[src/rtl/alu_flag_unit.sv]
// alu_flag_unit: CPU status register fed by the ALU flag interface, with branch
// condition evaluation and a small LIFO of saved flags.
//   clk, reset          clock and synchronous active-high reset
//   alu_flags/8, single flag sources (16-bit / 8-bit ALU) and width select
//   flags_we, flags_mask masked capture of the selected ALU flags {C,V,Z,N}
//   flags_load/din      direct load of the status register
//   push, pop           save/restore flags on the LIFO
//   cond, cond_valid    condition code evaluation request
//   flags, old_carry    status register and its carry bit for the ALU
//   cond_true/done      registered evaluation result and its valid pulse
//   stack_full/empty/err LIFO status and sticky error
module alu_flag_unit #(
    parameter int STACK_DEPTH = 4
) (
    input  logic       clk,
    input  logic       reset,
    input  logic [3:0] alu_flags,
    input  logic [3:0] alu_flags8,
    input  logic       single,
    input  logic       flags_we,
    input  logic [3:0] flags_mask,
    input  logic       flags_load,
    input  logic [3:0] flags_din,
    input  logic       push,
    input  logic       pop,
    input  logic [3:0] cond,
    input  logic       cond_valid,
    output logic [3:0] flags,
    output logic       old_carry,
    output logic       cond_true,
    output logic       cond_done,
    output logic       stack_full,
    output logic       stack_empty,
    output logic       stack_err
);
    // Pointer needs one extra bit so it can represent a full stack (0..STACK_DEPTH).
    localparam int PW = $clog2(STACK_DEPTH) + 1;

    logic [3:0]    stack [STACK_DEPTH];
    logic [PW-1:0] sp;
    logic [PW-1:0] sp_m1;
    logic          push_ok;
    logic          pop_ok;
    logic [3:0]    captured;
    logic [15:0]   cond_vec;
    logic          c, v, z, n;

    assign {c, v, z, n} = flags;
    assign old_carry    = c;
    assign stack_full   = sp == PW'(STACK_DEPTH);
    assign stack_empty  = sp == '0;
    assign sp_m1        = sp - 1'b1;
    // A simultaneous push and pop is a conflict: neither takes effect.
    assign push_ok      = push & ~pop & ~stack_full;
    assign pop_ok       = pop & ~push & ~stack_empty;
    assign captured     = (flags & ~flags_mask) | ((single ? alu_flags8 : alu_flags) & flags_mask);
    // Indexed by condition code; bit 0 is "always".
    assign cond_vec     = {z | (n ^ v), ~z & ~(n ^ v), n ^ v, ~(n ^ v), ~c | z, c & ~z, ~v, v,
                           ~n, n, ~c, c, ~z, z, 1'b0, 1'b1};

    always_ff @(posedge clk) begin
        if (reset) begin
            flags     <= '0;
            sp        <= '0;
            cond_true <= 1'b0;
            cond_done <= 1'b0;
            stack_err <= 1'b0;
        end else begin
            flags     <= flags_load ? flags_din :
                         pop_ok     ? stack[sp_m1[PW-2:0]] :
                         flags_we   ? captured : flags;
            sp        <= push_ok ? sp + 1'b1 : pop_ok ? sp_m1 : sp;
            stack_err <= stack_err | (push & pop) | (push & stack_full) | (pop & stack_empty);
            cond_done <= cond_valid;
            if (cond_valid)
                cond_true <= cond_vec[cond];
        end
    end

    // Stack storage is deliberately not reset; only the pointer is.
    always_ff @(posedge clk) begin
        if (!reset && push_ok)
            stack[sp[PW-2:0]] <= flags;
    end
endmodule

[config.mk]
export PLATFORM = sky130hd
export DESIGN_NAME = alu_flag_unit
export DESIGN_NICKNAME = d
export VERILOG_FILES = /design/src/rtl/alu_flag_unit.sv
export SDC_FILE = /design/constraint.sdc
export NUM_CORES = 1
export LEC_CHECK = 0
export CORE_MARGIN = 2
export CORE_UTILIZATION = 45
export CTS_CLUSTER_DIAMETER = 30
export DETAILED_ROUTE_END_ITERATION = 6
export PLACE_DENSITY = 0.79
export SYNTH_ARGS = -nofsm -noshare
export SYNTH_HDL_FRONTEND = slang
export SYNTH_SLANG_ARGS = --single-unit
[constraint.sdc]
create_clock -name clk -period 3.8 [get_ports clk]
set_input_delay 0.38 -clock clk [delete_from_list [all_inputs] [get_ports clk]]
set_output_delay 0.38 -clock clk [all_outputs]
set_load 0.01 [all_outputs]
==> flow_summary.ini <==
[timing]
setup_tns_ps = 0
min_period_over_period_pct = 62.2
slew_headroom_pct = 70.5
drv_slew = 0
worst_clock_skew_ps = 2.13
setup_slack_ps = 1430
hold_viol = 0
timing.fmax_mhz = 423
worstMarginPinSlew_ps = 441
fin_crit_ps = 2370
rsz0062_at_grt = false
whs_ps = 487
setup_viol = 0

[finish]
antenna_cells = 0
nets = 179
syn_to_final_growth_pct = 32.1
finalInstanceArea_um2 = 1720
drive_gt1_share_pct = 6.94

[floorplan]
io_pins = 38
row_count = 19
core_um2 = 2760
dieArea_um2 = 3340
start_util_pct = 47.1
chipHeight_um = 57.8
die_w_um = 57.8

[clock_tree]
cts-root-buf = clkbuf_4
cts.sinks = 26
clock_path_buffers = 2
cts_setup_buffers = 0
cts_resized = 0
hold_buffers = 0
clk_pin_slew_ps = 140
cts_tree = yes
cts_made_buffers = 3
clk_latency_ps = 310
htreeDepth = 1

[detailed_routing]
routed_via_density = 5.71
route.detailed.drc = 0
wirelength_mm = 2.93
drtIter0Drc = 31
ant_nets = 0
wl_per_cell_um = 16.7
drt-pass1-iter-count = 4
via_count = 1000

[synthesis]
yosysSeqAreaShare_pct = 52.4
synth.top_cells.by_area = edfxtp_1 37%, dfxtp_1 15%, mux4_2 6.9%
yosysUniqueCellTypes = 29
yosysWarningCount = 0
syn_inst = 109
yosys.area.top_type_share_pct = 37.0
synthFlopType = edfxtp_1
syn_area_um2 = 1300
ys_ff_latch = 26
synthArstFlopShare_pct = 0
synthesis.nets = 143
synth.most_common_cell = edfxtp_1
yosysTopAreaCell = edfxtp_1
synth_commonest_cells = 16 x edfxtp_1, 11 x nor2_1, 10 x dfxtp_1, 6 x ha_1, 6 x mux2i_1
syn_area_per_cell_um2 = 11.9
synth_edf_count = 16

[global_routing]
grt_max_degree = 15
antenna_found_initial = 0
grt_pass1_wl_mm = 4.90
grt_pass1_vias = 1069
overflow = 0
grt_usage_pct = 19.2

[placement]
placed_area_um2 = 1680
gp_congestion = 0.807
io_buffers = 37
place_ws_ps = 1620
hpwl_mm = 2.30

[worst_setup_path]
worstPathRequired_ps = 3420
crit_path_start_kind = register
crit_path_end_kind = primary output
crit_arrival_ps = 1990
crit_path_start = sp[0]
r2r_setup_slack_ps = 1570
critPathKind = register to primary output
worstPathMaxFanout = 8
crit_end = stack_empty
r2r-start = sp[0]
r2r_cells = 8

[power]
power_density_nw_per_um2 = 377
vdd_drop_max_mv = 0.252
p_leak_uw = 0.000620

[flow_run]
drv_cap = 0

[hold_path]
hold_start = stack_err
holdCritPathClass = register to register

[outcome]
run_status = completed
==> cell families after synthesis <==
logic type	synth area share (%)
flops	52.4
simple gates	13.3
xor+xnor	1.35
fa+ha+maj	5.77
mux	11.6
buf+inv	3.66
compound gates	12.0
==> per-stage QoR <==
step | util (%) | total power (uW) | instances
2_1_floorplan | - | 439 | 109
3_3_place_gp | 60.9 | 507 | 171
3_5_place_dp | 60.9 | 516 | 171
4_1_cts | 62.3 | 651 | 175
5_1_grt | 62.3 | 681 | 175
6_report | 62.3 | 647 | 175
==> worst max-delay path, cell delays in order (launching register included) <==
cell	delay [ps]
dfxtp_1	600
inv_1	150
ha_1	240
ha_1	200
clkdlybuf4s50_1	480
==> layer usage <==
metal	track usage [%]	part of all wire (%)	up-vias
met3	3.35	5.2	4
li1	-	-	475
met2	33.6	52	37
met5	0	0	-
met1	24.2	42	484
met4	5.65	1.1	0
==> worst min-delay path by stage <==
stage | end | slack (ps) | depth (start not counted)
2_1_floorplan | cond_done | 460 | 1
3_3_place_gp | stack_err | 450 | 2
3_5_place_dp | stack_err | 460 | 2
4_1_cts | stack_err | 490 | 2
5_1_grt | stack_err | 520 | 2
6_report | stack_err | 490 | 2
==> power by group <==
group | internal [uW] | total (uW) | switching [uW]
Sequential | 317 | 339 | 22.1
Clock | 58.5 | 137 | 78.0
Combinational | 98.1 | 171 | 73.3
==> final cells by class <==
class                      count  area, um2
clock buffer                   4       36.3
fill                         239       1040
inverter                       5       18.8
multi-input combinational     72        572
sequential                    26        681
tap                           31       38.8
timing repair buffer          37        370
==> layout by cell type, fill, tap and decap left out <==
cell type | synthesis | routed
ha_1 | 6 | 6
a211oi_1 | 4 | 4
clkbuf_8 | 0 | 1
a211o_1 | 1 | 1
xnor2_1 | 2 | 2
o22ai_1 | 1 | 1
nand4b_1 | 1 | 1
a21oi_1 | 5 | 5
and2_1 | 5 | 5
edfxtp_1 | 16 | 16
nor2b_1 | 5 | 5
clkbuf_4 | 0 | 3
mux4_2 | 4 | 4
a41oi_2 | 1 | 1
dfxtp_1 | 10 | 10
mux2i_1 | 6 | 6
nor2_1 | 11 | 11
nor2b_4 | 1 | 1
nor3_1 | 4 | 4
inv_1 | 5 | 5
o21ai_0 | 1 | 1
a311oi_1 | 4 | 4
a221oi_1 | 1 | 1
nand3b_1 | 1 | 1
clkdlybuf4s50_1 | 0 | 37
a31oi_1 | 2 | 2
nand2_1 | 5 | 5
a22o_1 | 1 | 1
No activity file was read; power rests on OpenSTA's default activity.
